<file path="src/rtl/storm_trace_buf.sv">
// rtl/storm_trace_buf.sv - STORM retire-trace FIFO with halt detection and FWFT drain port
module storm_trace_buf #(
    parameter int          DEPTH_LOG2 = 4,
    parameter int          ADDR_W     = 9,
    parameter logic [15:0] HALT_IR    = 16'hCFFF
) (
    input  logic                    Clk,
    input  logic                    Reset,
    input  logic                    iArm,
    input  logic                    iClear,
    input  logic                    iRetire,
    input  logic [ADDR_W-1:0]       iPC,
    input  logic [15:0]             iIR,
    input  logic [3:0]              iFlags,
    input  logic                    iRdAck,
    output logic                    oRdValid,
    output logic [21+ADDR_W-1:0]    oRdData,
    output logic [DEPTH_LOG2:0]     oLevel,
    output logic [1:0]              oState,
    output logic                    oHalt,
    output logic                    oOverflow,
    output logic [7:0]              oDropCnt
);

    localparam int ENTRY_W = 21 + ADDR_W;
    localparam int DEPTH   = 1 << DEPTH_LOG2;
    localparam int LVL_W   = DEPTH_LOG2 + 1;
    localparam logic [LVL_W-1:0]      LVL_ONE  = LVL_W'(1);
    localparam logic [LVL_W-1:0]      LVL_FULL = LVL_W'(DEPTH);
    localparam logic [DEPTH_LOG2-1:0] PTR_ONE  = DEPTH_LOG2'(1);

    typedef enum logic [1:0] {
        IDLE   = 2'd0,
        ARMED  = 2'd1,
        HALTED = 2'd2
    } state_t;

    state_t                  state_q, state_d;
    logic [ENTRY_W-1:0]      mem [DEPTH];
    logic [DEPTH_LOG2-1:0]   wr_ptr, rd_ptr;
    logic [LVL_W-1:0]        level_q, level_d;
    logic [ADDR_W-1:0]       last_pc;
    logic                    last_pc_valid;
    logic                    overflow_q;
    logic [7:0]              drop_cnt;

    logic capture, pop, push_ok, drop, full, empty, repeat_bit, arm_start;

    assign empty      = (level_q == '0);
    assign full       = (level_q == LVL_FULL);
    assign capture    = (state_q == ARMED) && iRetire && !iClear;
    // An ack on an empty FIFO is ignored, even when a push lands that cycle
    assign pop        = iRdAck && !empty && !iClear;
    assign push_ok    = capture && (!full || pop);
    assign drop       = capture && full && !pop;
    assign repeat_bit = last_pc_valid && (iPC == last_pc);
    assign arm_start  = (state_q == IDLE) && iArm && !iClear;

    always_comb begin
        state_d = state_q;
        if (iClear) begin
            state_d = IDLE;
        end else begin
            case (state_q)
                IDLE:    if (iArm) state_d = ARMED;
                ARMED:   if (iRetire && (iIR == HALT_IR)) state_d = HALTED;
                HALTED:  state_d = HALTED;
                default: state_d = IDLE;
            endcase
        end
    end

    always_comb begin
        level_d = level_q;
        case ({push_ok, pop})
            2'b10:   level_d = level_q + LVL_ONE;
            2'b01:   level_d = level_q - LVL_ONE;
            default: level_d = level_q;
        endcase
    end

    always_ff @(posedge Clk or negedge Reset) begin
        if (!Reset) begin
            state_q       <= IDLE;
            wr_ptr        <= '0;
            rd_ptr        <= '0;
            level_q       <= '0;
            last_pc       <= '0;
            last_pc_valid <= 1'b0;
            overflow_q    <= 1'b0;
            drop_cnt      <= '0;
        end else begin
            state_q <= state_d;
            if (iClear) begin
                wr_ptr        <= '0;
                rd_ptr        <= '0;
                level_q       <= '0;
                last_pc       <= '0;
                last_pc_valid <= 1'b0;
                overflow_q    <= 1'b0;
                drop_cnt      <= '0;
            end else begin
                if (push_ok) wr_ptr <= wr_ptr + PTR_ONE;
                if (pop)     rd_ptr <= rd_ptr + PTR_ONE;
                level_q <= level_d;
                if (drop) begin
                    overflow_q <= 1'b1;
                    if (drop_cnt != 8'hFF) drop_cnt <= drop_cnt + 8'd1;
                end
                // Dropped retires still advance the repeat tracker
                if (capture) begin
                    last_pc       <= iPC;
                    last_pc_valid <= 1'b1;
                end else if (arm_start) begin
                    last_pc_valid <= 1'b0;
                end
            end
        end
    end

    always_ff @(posedge Clk) begin
        if (push_ok) mem[wr_ptr] <= {repeat_bit, iFlags, iPC, iIR};
    end

    assign oRdValid  = !empty;
    assign oRdData   = empty ? '0 : mem[rd_ptr];
    assign oLevel    = level_q;
    assign oState    = state_q;
    assign oHalt     = (state_q == HALTED);
    assign oOverflow = overflow_q;
    assign oDropCnt  = drop_cnt;

endmodule

</file>
<file path="config.mk">
export PLATFORM = sky130hd
export DESIGN_NAME = storm_trace_buf
export DESIGN_NICKNAME = d
export VERILOG_FILES = /design/src/rtl/storm_trace_buf.sv
export SDC_FILE = /design/constraint.sdc
export NUM_CORES = 1
export LEC_CHECK = 0
export CAP_MARGIN = 20
export CORE_ASPECT_RATIO = 1.5
export CORE_MARGIN = 2
export CORE_UTILIZATION = 40
export CTS_CLUSTER_SIZE = 16
export DETAILED_ROUTE_END_ITERATION = 7
export HOLD_SLACK_MARGIN = 0.1
export PLACE_DENSITY_LB_ADDON = 0.12
export SYNTH_ARGS = -nofsm -noshare
export SYNTH_HDL_FRONTEND = slang
export SYNTH_SLANG_ARGS = --single-unit
</file>
<file path="constraint.sdc">
create_clock -name Clk -period 3.8 [get_ports Clk]
set_input_delay 0.38 -clock Clk [delete_from_list [all_inputs] [get_ports Clk]]
set_output_delay 0.38 -clock Clk [all_outputs]
set_load 0.02 [all_outputs]
</file>
# Word-level counts from Yosys, hierarchy flattened
# Memories as Yosys holds them, arrays and structs flattened.
# Cells that the tools add are included.
dict set report op_classes {
  muxes 23
  eq_ne 10
  n_addsub 5
  n_reduce_logical 27
}
# cell n
set op_table {}
lappend op_table {{2-to-1 mux 30 bit} 1}
lappend op_table {{2-to-1 mux 8 bit} 3}
lappend op_table {{2-to-1 mux 9 bit} 2}
lappend op_table {{equality test 16 bit, second input constant} 1}
lappend op_table {{2-to-1 mux 4 bit} 4}
lappend op_table {{logical AND 1 bit} 11}
lappend op_table {{case mux 5 bit (2 select lines)} 1}
lappend op_table {{nonzero test 2 bit} 5}
lappend op_table {{equality test 9 bit} 1}
lappend op_table {{adder 4 x 1 -> 4 bit, second input constant} 2}
lappend op_table {{adder 8 x 1 -> 8 bit, second input constant} 1}
lappend op_table {{!= test 8 bit, second input constant} 1}
lappend op_table {{2-to-1 mux 1 bit} 7}
lappend op_table {{2-to-1 mux 2 bit} 3}
lappend op_table {{case mux 2 bit (3 select lines)} 1}
lappend op_table {{nonzero test 3 bit} 2}
lappend op_table {{adder 5 x 1 -> 5 bit, second input constant} 1}
lappend op_table {{equality test 5 bit, second input constant} 1}
lappend op_table {{logical NOT 5 bit} 1}
lappend op_table {{2-to-1 mux 5 bit} 1}
lappend op_table {{subtractor 5 x 1 -> 5 bit, second input constant} 1}
lappend op_table {{equality test 2 x 1 -> 1 bit, second input constant} 2}
lappend op_table {{equality test 2 bit, second input constant} 2}
lappend op_table {{logical NOT 1 bit} 4}
lappend op_table {{other kinds (5)} 6}
dict set report totals {
  mem_count 1
  out_inout_bits 48
  in_bits 35
  reg_bits 34
  ramBits 480
}
# memory words width rd rd_clocked_by_memory_dff wr line_no
set memory_table {}
lappend memory_table {mem 16 30 1 0 1 39} ;# logic [ENTRY_W-1:0] mem [DEPTH];

# Depth between registers and ports, before layout
dict set report logic_depth {
  word_depth 9
  depth_mapped 11
}

# Worst setup path before layout
# OpenSTA, ideal clock, no wires.
dict set report synth_timing {
  path_type {reg2reg}
  start {register state_q[1], in the netlist oState[1]}
  end {memory mem[15][0] (netlist bit) (enable)}
  t_arrival_ns 2.731
  stages_incl_launch_ff 7
  setup_time_ns 0.417
  required_ns 3.383
  period_less_slack_ns 3.148
  path_slack_ns 0.652
  cell_sequence {dfrtp_1 inv_1 ha_1 and2_1 clkbuf_1 nand3_1 nor2_1}
}
dict set report synth_between {
  elab_chain_cells 6
}
# item line_no
set synth_rtl {}
lappend synth_rtl {{start: declaration} 38} ;# state_t state_q, state_d;
lappend synth_rtl {{start signal: assignment} 93} ;# state_q <= state_d;
lappend synth_rtl {{equality test 2 x 1 -> 1 bit} 51} ;# assign capture = (state_q == ARMED) && iRetire && !iClear;
lappend synth_rtl {{logical AND 1 bit (2 in series)} 51}
lappend synth_rtl {{logical AND 1 bit} 54} ;# assign push_ok = capture && (!full || pop);
lappend synth_rtl {{2-to-1 mux 1 bit} 122} ;# if (push_ok) mem[wr_ptr] <= {repeat_bit, iFlags, iPC, iIR};
lappend synth_rtl {{2-to-1 mux 1 bit (not written as such)} 122}
lappend synth_rtl {{end: declaration} 39}
# No other way between the ends.

# Worst setup path in the final report
dict set report layout_timing {
  start {register level_q[4], in the netlist oLevel[4]}
  end {output port oRdData[22]}
}
dict set report layout_between {
  elab_chain_cells 2
}
# item line_no
set layout_rtl {}
lappend layout_rtl {{start: declaration} 41} ;# logic [LVL_W-1:0] level_q, level_d;
lappend layout_rtl {{start signal: assignment} 105} ;# level_q <= level_d;
lappend layout_rtl {{logical NOT 5 bit} 49} ;# assign empty = (level_q == '0);
lappend layout_rtl {{2-to-1 mux 30 bit} 126} ;# assign oRdData = empty ? '0 : mem[rd_ptr];
lappend layout_rtl {{end: declaration} 17} ;# output logic [21+ADDR_W-1:0] oRdData,
# No other way between the ends.

==> summary.md <==
| Metric | Value |
|---|---|
| Crit Path Class | `flop to output pin` |
| Initial antenna violation count | `0` |
| Root buf cell | `clkbuf_16` |
| Routability cong. | `0.7734` |
| Via count | `9931` |
| Largest area contributor in the netlist | `edfxtp_1` |
| Synthesized cell area | `20280 sq um` |
| Antenna viol nets, final | `0` |
| Post-synth EDFFs | `480` |
| TNS Setup | `0 ps` |
| Status | `completed` |
| Later-pin clock latency in the skew report | `570 ps` |
| Die H | `279.8 um` |
| Final Max Tran Viols | `0` |
| Setup bufs post-CTS | `0` |
| Synth cell count leaders | `edfxtp_1 (480), mux4_2 (120), mux2i_1 (65)` |
| Die Footprint | `52560 sq um` |
| Syn_nets | `1030` |
| Syn avg cell area | `20.64 sq um` |
| WP buf/inv | `3` |
| Pint | `10.84 mW` |
| Sequential fraction of design power | `43.0%` |
| Critical Path AT | `3250 ps` |
| Global-route wire length before repair | `69570 um` |
| # IOs | `83` |
| #FFs+latches synth | `514` |
| Reg-to-reg setup timing slack | `810 ps` |
| Crit start category | `flop` |
| Most common cell in the netlist | `edfxtp_1` |
| Yosys cell types | `48` |
| Req. time, crit path | `3420 ps` |
| Clock network power share | `31.4%` |
| Vias/cell | `5.400` |
| CTS clk-pin slew, worst paths | `60 ps` |
| Die W | `187.9 um` |
| GRT Overall Usage | `18.16%` |
| Ant diodes | `0` |
| Combinational share of power | `25.6%` |
| # rows | `101` |
| Ys async rst share | `6.615%` |
| Post-layout min period | `3625 ps` |
| Finished Layout Cells | `1839` |
| Setup crit start | `oLevel[4]$_DFFE_PN0P_` |
| Hold/Removal Path Class | `input port to async pin` |
| Placed Cells | `1747` |
| CTS tree | `done` |
| Nets | `1178` |
| Initial Utilization | `40.23%` |
| Core box area | `50420 sq um` |
| Period utilization | `95.40%` |
| Switching Share | `27.64%` |
| Register area share after synthesis | `75.25%` |
| Maximum clock path buffer count | `3` |
| Total Wirelength | `46780 um` |
| Cells on worst reg2reg path | `10` |
| Leakage | `7.422 nW` |
| PwrDens | `623.9 nW/um^2` |
| Cells after Synth | `983` |
| NetSw | `4.143 mW` |
| First DRT Iteration DRCs | `562` |
| IO buf count | `82` |
| Layout cells sized above 1 | `24.27%` |
| Final HPWL DP | `27250 um` |
| Setup repair after global routing missed its margin | `false` |
| Worst-path cell chain | `inv_1, nand2_1, nand2_2, buf_4, o22ai_1, clkdlybuf4s50_1` |
| TritonRoute pass-1 iters | `6` |
| Vias in the first global route | `10590` |
| Total grt overflow | `0` |
| Drc violations | `0` |
| CP peak stage delay | `690 ps` |
| Critical Path Stages | `6` |
| Worst-path maximum fanout | `18` |
| Slew headroom | `45.87%` |
| WL/cell | `25.44 um` |
| Ys Warns | `0` |
| Layout Skew | `18.62 ps` |
| CTS H-tree depth | `2` |
| Area delta synth->final | `18.41%` |
| Final Hold Fails | `0` |
| MaxCap Viol Count | `0` |
| Final Setup Violations | `0` |
| Achievable Freq | `0.2758 GHz` |
| Synth area leaders | `edfxtp_1 (71%), mux4_2 (13%), dfrtp_1 (4.2%)` |
| Slowest-stage cell, CP | `clkdlybuf4s50_1` |
| Slew @ Worst Pin | `812.0 ps` |
| Clock sinks | `514` |
| Synth Flop Type | `edfxtp_1` |
| CP top delay family | `buffers and inverters` |
| Post-synth top area share | `71.06%` |
| Crit. End Element | `output pin` |
| Max rail drop VDD | `0.3470 mV` |
| CTS buffer count | `50` |
| Post-layout util | `47.64%` |
| R2R Path Start | `oState[1]$_DFFE_PN0P_` |
| Pin count of the biggest net entering global routing | `42` |
==> cells by family (layout without fill, tap and decap cells) <==
family | count (synthesis) | in the layout | synth area share [%]
AO/OA/AOI/OAI | 81 | 81 | 2.578
XOR/XNOR | 16 | 16 | 0.6908
adder cells (fa/ha/maj) | 12 | 12 | 0.7402
buffers and inverters | 58 | 245 | 1.234
flip-flops | 514 | 514 | 75.25
multiplexers | 188 | 188 | 16.70
AND/OR/NAND/NOR | 114 | 114 | 2.807
==> stage by stage <==
| step | setup slack (ps) | power, mW | hold slack [ps] | area [sq um] |
|---|---|---|---|---|
| final | 174.8 | 14.99 | 434.3 | 24020 |
| after global routing | 68.01 | 15.62 | 498.7 | 24020 |
| after CTS | 161.0 | 15.22 | 447.8 | 24020 |
| after detailed placement | 590.2 | 10.49 | 491.0 | 22470 |
| after global placement | 597.1 | 10.49 | 502.8 | 22470 |
| after floorplan | 652.3 | 9.003 | 84.41 | 20280 |
==> path summary, 6_finish.rpt <==
kind                                            to
min reg2reg                  oOverflow$_DFFE_PN0P_
min in group Clk             oOverflow$_DFFE_PN0P_
min                        oDropCnt[6]$_DFFE_PN0P_
max                                    oRdData[22]
max reg2reg                  oLevel[2]$_DFFE_PN0P_
max in group asynchronous    rd_ptr[1]$_DFFE_PN0P_
==> placed cells by master (no fill, tap or decap), drive strengths merged, types with 3 or more instances in the layout <==
cell / instances
edfxtp: 480
mux4: 120
clkdlybuf4s50: 81
clkbuf: 66
mux2i: 65
buf: 65
nand2: 35
dfrtp: 34
o22ai: 30
nor2: 30
a21oi: 21
clkinv: 21
xnor2: 12
ha: 12
nand3: 9
o21ai: 9
nand2b: 8
inv: 7
nand4: 6
or3: 6
xor2: 4
nor2b: 4
or4: 4
a31oi: 3
o211ai: 3
mux2: 3
o31ai: 3
==> power by group through the flow <==
stage / combinational [mW] / clock, mW / sequential, mW
after floorplan: 2.51 / 0 / 6.49
final: 3.83 / 4.71 / 6.44
after global routing: 4.13 / 5.04 / 6.46
after CTS: 3.94 / 4.83 / 6.44
after global placement: 3.93 / 0 / 6.56
after detailed placement: 3.93 / 0 / 6.56
==> routing by layer <==
metal | track usage [%] | vias to the layer above | wire length, um
met4 | 4.724 | 0 | 879
met1 | 22.83 | 5326 | 19290
met3 | 2.268 | 56 | 1437
met2 | 33.19 | 178 | 25170
met5 | 0 | - | 0
li1 | - | 4371 | -
==> registers in the layout, summed over array words and instances, names as in the netlist <==
signal and count:
oLevel 5, last_pc 9, oState 2, wr_ptr 4
oOverflow 1, oDropCnt 8, last_pc_valid 1, rd_ptr 4
mem 480
==> repair_timing <==
item,4_1_cts,5_1_grt
gates resized for setup,0,0
endpoints found under the hold margin,34,0
hold buffers,1,0
endpoints found under the setup margin,0,0
==> cell type report <==
cell class / count / area (sq um)
repair buffers: 147 / 1444
multi-input cells: 411 / 4895
inverters: 7 / 26.28
fillers: 4131 / 26400
flip-flops and latches: 514 / 15280
clock inverters: 25 / 166.4
well taps: 669 / 837.1
clock buffers: 66 / 1375
==> worst reg2reg max path, delay by kind of cell (launching register included) <==
| family | cells | cell delay [ps] |
|---|---|---|
| xor+xnor | 1 | 130 |
| compound gates | 3 | 880 |
| flops | 1 | 380 |
| buf+inv | 1 | 90 |
| fa+ha+maj | 2 | 550 |
| mux | 1 | 350 |
| simple gates | 2 | 500 |
No activity file was read; power rests on OpenSTA's default activity.
==> RTL change 1: new RTL, config.mk and constraints unchanged <==
Make the reset (`Reset`) synchronous in one clocked block.
--- a/src/rtl/storm_trace_buf.sv
+++ b/src/rtl/storm_trace_buf.sv
@@ -80,5 +80,5 @@
     end
 
-    always_ff @(posedge Clk or negedge Reset) begin
+    always_ff @(posedge Clk) begin
         if (!Reset) begin
             state_q       <= IDLE;
Function: differs if Reset is asserted again (counterexample within 4 cycles, from zero or initial values and one cycle with Reset low); with Reset held inactive, the same outputs for 4 cycles.
==> RTL change 1 against the unedited design <==
  * Setup slack gained 43 ps
  * Maximum frequency grew 1.2%
  * Routed wire length shrank 0.91%
  * Design area shrank 1.7%
  * Synthesized cell count shrank 0.20%
  * Synthesized area shrank 0.99%
  * Clock skew shrank 1.5 ps
  * Sequential cell count grew 4
  * Highest routed layer unchanged
Power is not compared: it rests on default switching activity, and its combinational part moved more than twofold at a synthesized area within 25%.
==> RTL change 1: results (changes against the unedited design) <==
[global_routing]
grt_pass1_wl_um=69600  ; about the same
grt_max_degree=46  ; +9.5%
antenna_found_initial=0  ; unchanged
grt_usage_pct=18.2  ; +0.049 points
grt_pass1_vias=10500  ; -0.47%

[route]
wl_um=46400  ; -0.91%
dr.pass1.iters=4  ; -2
wl_per_cell_um=25.6  ; +0.62%
drt_iter0_markers=674  ; +20%
vias=9708  ; -2.2%

[placement]
dp_hpwl_um=28100  ; +3.3%
dp_slack_ps=697  ; +107 ps
portBuffers=82  ; unchanged
dp_cells=1728  ; -1.1%
gp_congestion=0.743  ; -3.9%

[cells_and_area]
n_antenna_cell=0  ; unchanged
layout-drive-gt1-share_pct=22.7  ; -1.5 points
num-nets-final=1161  ; -1.4%
largest_reg_flops=480  ; unchanged
largest-register=mem
n_fill_cell=4184  ; +1.3%

[power_and_ir_drop]
p_int_mw=8.72
p_leak_nw=6.98
irDropWorstVdd_mv=0.323

[synth]
yosys_warnings=0  ; unchanged
synth_edf_count=480  ; unchanged
synth_xor_area_share_pct=0.916  ; +0.22 points
syn-num-nets=1027  ; -0.29%
synthAdderAreaFrac_pct=0.685  ; -0.055 points
muxShareOfSynthArea_pct=16.6  ; -0.094 points
synth_ff_type=edfxtp_1
synth_commonest_cells=edfxtp_1, mux4_2, mux2i_1
synthTopCellsByArea=edfxtp_1, mux4_2, dfxtp_1, mux2i_1, o22ai_1
syn_inst=981  ; -0.20%
synth.distinct_cells=41  ; -15%
synth_compound_area_share_pct=2.05  ; -0.53 points
yosysSeqAreaShare_pct=75.6  ; +0.31 points
async_reset_ff_share_pct=0  ; -6.6 points

[setup_path]
crit_fanout=24  ; +6
crit_arrival_ps=3200  ; -50 ps
crit_family=simple AND/OR/NAND/NOR gates
slowest_stage=nand2_2
slowest_delay_ps=660  ; -30 ps

[cts]
htreeDepth=2  ; unchanged
ctsResizeCount=0  ; unchanged
clk_path_buf_depth=3  ; unchanged
cts-root-buf=clkbuf_16
cts_setup_buffers=0  ; unchanged
numCtsBuffers=48  ; -4.0%

[hold_path]
worstHoldPathType=flop to flop

[outcome]
outcome=completed

[sta]
slew_headroom_pct=41.8  ; -4.1 points
finClkSkew_ps=17.1  ; -1.51 ps

RTL change 1: path summary, 6_finish.rpt:
path | slack (ps) | endpoint | startpoint | cells past startpoint
max | 220 | oRdData[20] | oLevel[1]$_SDFFE_PP0P_ | 6
min | 460 | oOverflow$_SDFFE_PP0P_ | oOverflow$_SDFFE_PP0P_ | 2
max reg2reg | 840 | mem[6][24]$_DFFE_PP_ | oState[1]$_SDFFE_PP0P_ | 7
min reg2reg | 460 | oOverflow$_SDFFE_PP0P_ | oOverflow$_SDFFE_PP0P_ | 2
RTL change 1: area by class of cell:
type / instances / share of cell area, %
sequential: 518 / 64.3
multi-input combinational: 404 / 20.4
timing repair buffer: 135 / 5.79
clock buffer: 62 / 5.40
tap: 663 / 3.51
clock inverter: 21 / 0.530
inverter: 8 / 0.127
RTL change 1: worst reg2reg max path, delay by kind of cell, from the launching register on:
| family | cells | cell delay (ps) |
|---|---|---|
| simple gates | 3 | 1150 |
| buf+inv | 2 | 440 |
| fa+ha+maj | 1 | 410 |
| flops | 1 | 340 |
| compound gates | 1 | 320 |
RTL change 1: cells by family (layout without fill, tap and decap cells):
logic type / count (synthesis) / in the layout
buf+inv: 59 / 226
simple gates: 122 / 122
fa+ha+maj: 11 / 11
xor+xnor: 21 / 21
mux: 183 / 183
flops: 518 / 518
compound gates: 67 / 67
RTL change 1: layer usage:
metal | up-vias | wire, um | GRT usage, %
li1 | 4288 | - | -
met1 | 5184 | 19600 | 23.7
met2 | 177 | 24100 | 31.9
met3 | 59 | 1630 | 2.74
met4 | 0 | 1010 | 4.97
met5 | - | 0 | 0
RTL change 1: power groups by stage:
stage	logic, mW	registers, mW	clock network (mW)
after CTS	0.215	6.23	4.54
final	0.210	6.23	4.42
after global routing	0.231	6.22	4.75
after floorplan	0.0489	6.35	0
after global placement	0.210	6.35	0
after detailed placement	0.215	6.35	0
RTL change 1: per-stage QoR:
| stage | total power [mW] | hold slack (ps) | area (sq um) |
|---|---|---|---|
| detailed placement | 6.57 | 448 | 22200 |
| global route | 11.2 | 483 | 23600 |
| finish | 10.9 | 457 | 23600 |
| floorplan | 6.40 | 449 | 20100 |
| global placement | 6.56 | 438 | 22200 |
| CTS | 11.0 | 462 | 23600 |
==> RTL change 2: new RTL, config.mk and constraints unchanged <==
Without the edit above. The parameter `DEPTH_LOG2` goes from 4 to 5.
--- a/src/rtl/storm_trace_buf.sv
+++ b/src/rtl/storm_trace_buf.sv
@@ -1,5 +1,5 @@
 // rtl/storm_trace_buf.sv - STORM retire-trace FIFO with halt detection and FWFT drain port
 module storm_trace_buf #(
-    parameter int          DEPTH_LOG2 = 4,
+    parameter int          DEPTH_LOG2 = 5,
     parameter int          ADDR_W     = 9,
     parameter logic [15:0] HALT_IR    = 16'hCFFF
Interface: changed (resized oLevel); port bits go from 83 to 84. The function was not compared with the original's and may differ.
==> RTL change 2 against the unedited design <==
  * Design area rose by 93%
  * Routed wire length rose by 120%
  * Setup slack got worse by 73 ps
  * Sequential cell count increased by 483
  * Total power rose by 95%
  * Final cell count up 88%
  * Count of clock-buffer cells in the layout grew 54
  * Synthesized area increased by 92%
==> RTL change 2: results (changes against the unedited design) <==
[cells_and_area]
layout-drive-gt1-share_pct=31.1  ; +6.8 points
ff_latch_area_sq_um=29800  ; +95%
largest_reg_flops=960  ; +100%
num-nets-final=2154  ; +83%
largest-register=mem
n_fill_cell=7973  ; +93%

[synth]
syn-num-nets=1890  ; +83%
synth_edf_count=960  ; +100%
synth.distinct_cells=44  ; -8.3%
synth_commonest_cells=edfxtp_1, mux4_2, nor2_1
yosysSeqAreaShare_pct=76.3  ; +1.1 points
synthTopCellsByArea=edfxtp_1, mux4_2, dfrtp_1, mux2i_1, mux2_2
yosys_warnings=0  ; unchanged
async_reset_ff_share_pct=3.71  ; -2.9 points

[cts]
clk_path_buf_depth=3  ; unchanged
htreeDepth=3  ; +1
cts-root-buf=clkbuf_16
clk_latency_ps=690  ; +120 ps
clk_pin_slew_ps=70
numCtsBuffers=97  ; +94%

[placement]
gp_congestion=0.763  ; -1.4%
dp_slack_ps=127  ; -463 ps
portBuffers=83  ; +1.2%
dp_hpwl_um=61200  ; +120%
placed_cell_area_sq_um=42800  ; +91%

[sta]
finalHoldViolations=0  ; unchanged
tightest_slew_ps=1040  ; +227 ps
finClkSkew_ps=23.7  ; +5.08 ps
layout_setup_ws_ps=102  ; -72.5 ps
hold_ws_ps=312  ; -122 ps

[route]
wl_per_cell_um=30.0  ; +18%
dr.pass1.iters=5  ; -1
vias=19200  ; +93%
drt_iter0_markers=1559  ; +180%

[setup_path]
crit_fanout=17  ; -1
reg2reg_slack_ps=980  ; +170 ps
crit_arrival_ps=3320  ; +70 ps

[power_and_ir_drop]
irDropWorstVdd_mv=0.550  ; +58%
p_leak_nw=14.6  ; +96%
switching_share_pct=27.6  ; about the same

[global_routing]
grt_usage_pct=21.2  ; +3.1 points
antenna_found_initial=1  ; +1
grt_pass1_wl_um=150000  ; +110%
grt_pass1_vias=20600  ; +94%
grt_max_degree=53  ; +26%

[outcome]
outcome=completed

[hold_path]
worstHoldPathType=input pin to async pin

RTL change 2: cell types whose count changed in the layout (fill, tap and decap cells not counted), sizes merged, moves of 58 or more:
cell and delta:
nor2 +88, edfxtp +480, mux2 +58, clkbuf +59, buf +110, mux4 +120
RTL change 2: what timing repair did:
action	in CTS	in global routing
hold endpoints to repair	37	0
resized for setup	58	8
hold buffers	1	0
gates cloned	2	2
buffers inserted	11	4
pin swaps	0	0
endpoints found under the setup margin	30	21
RTL change 2: layout make-up:
class                           instances  share of cell area (%)
Inverter                                7                  0.0593
Clock inverter                         56                    1.30
Tap cell                             1278                    3.45
Multi-Input combinational cell        741                    19.7
Sequential cell                       997                    64.1
Timing Repair Buffer                  262                    5.84
Antenna cell                            1                 0.00539
Clock buffer                          120                    5.55
RTL change 2: metrics by stage:
| step | TNS (ps) | power (mW) | cells |
|---|---|---|---|
| 2_1_floorplan | 0 | 16.8 | 1842 |
| 3_3_place_gp | 0 | 19.6 | 3262 |
| 6_report | 0 | 29.2 | 3462 |
| 5_1_grt | 0 | 30.4 | 3461 |
| 4_1_cts | -6.37 | 29.6 | 3452 |
| 3_5_place_dp | 0 | 19.7 | 3262 |
RTL change 2: metal layers:
metal	wire length, um	GRT usage (%)	up-vias
li1	-	-	8141
met1	41100	26.4	10400
met2	55400	38.2	484
met3	4330	2.88	141
met4	2870	7.04	2
met5	11	0	-
RTL change 2: worst max-delay path, stage by stage, from the launching register on:
cell           delay [ps]
dfrtp_4               520
buf_4                 150
buf_12                150
buf_12                210
mux4_2                520
mux2i_1               140
nor2_1                 50
a21oi_1               310
o22ai_1               190
dlygate4sd2_1         370
RTL change 2: cells by family after synthesis:
family / after synthesis / share of synthesized area (%)
buf+inv: 104 / 1.11
fa+ha+maj: 13 / 0.417
simple gates: 214 / 2.50
xor+xnor: 25 / 0.562
flops: 997 / 76.3
mux: 372 / 17.4
compound gates: 117 / 1.66
RTL change 2: power by group through the flow:
stage / clock, mW / sequential, mW / combinational, mW
floorplan: 0 / 12.5 / 4.33
global placement: 0 / 12.5 / 7.12
detailed placement: 0 / 12.5 / 7.15
CTS: 9.95 / 12.3 / 7.32
global route: 10.4 / 12.3 / 7.76
finish: 9.76 / 12.3 / 7.22
RTL change 2: path summary, 6_finish.rpt:
| check | endpoint | from | cells after the start |
|---|---|---|---|
| min | oState[1]$_DFFE_PN0P_ | Reset | 3 |
| min reg2reg | oOverflow$_DFFE_PN0P_ | oOverflow$_DFFE_PN0P_ | 2 |
| max | oRdData[20] | rd_ptr[0]$_DFFE_PN0P_ | 9 |
| min in group Clk | mem[14][9]$_DFFE_PP_ | iIR[9] | 1 |
| max reg2reg | mem[0][25]$_DFFE_PP_ | oState[1]$_DFFE_PN0P_ | 8 |
| max in group asynchronous | rd_ptr[0]$_DFFE_PN0P_ | Reset | 3 |
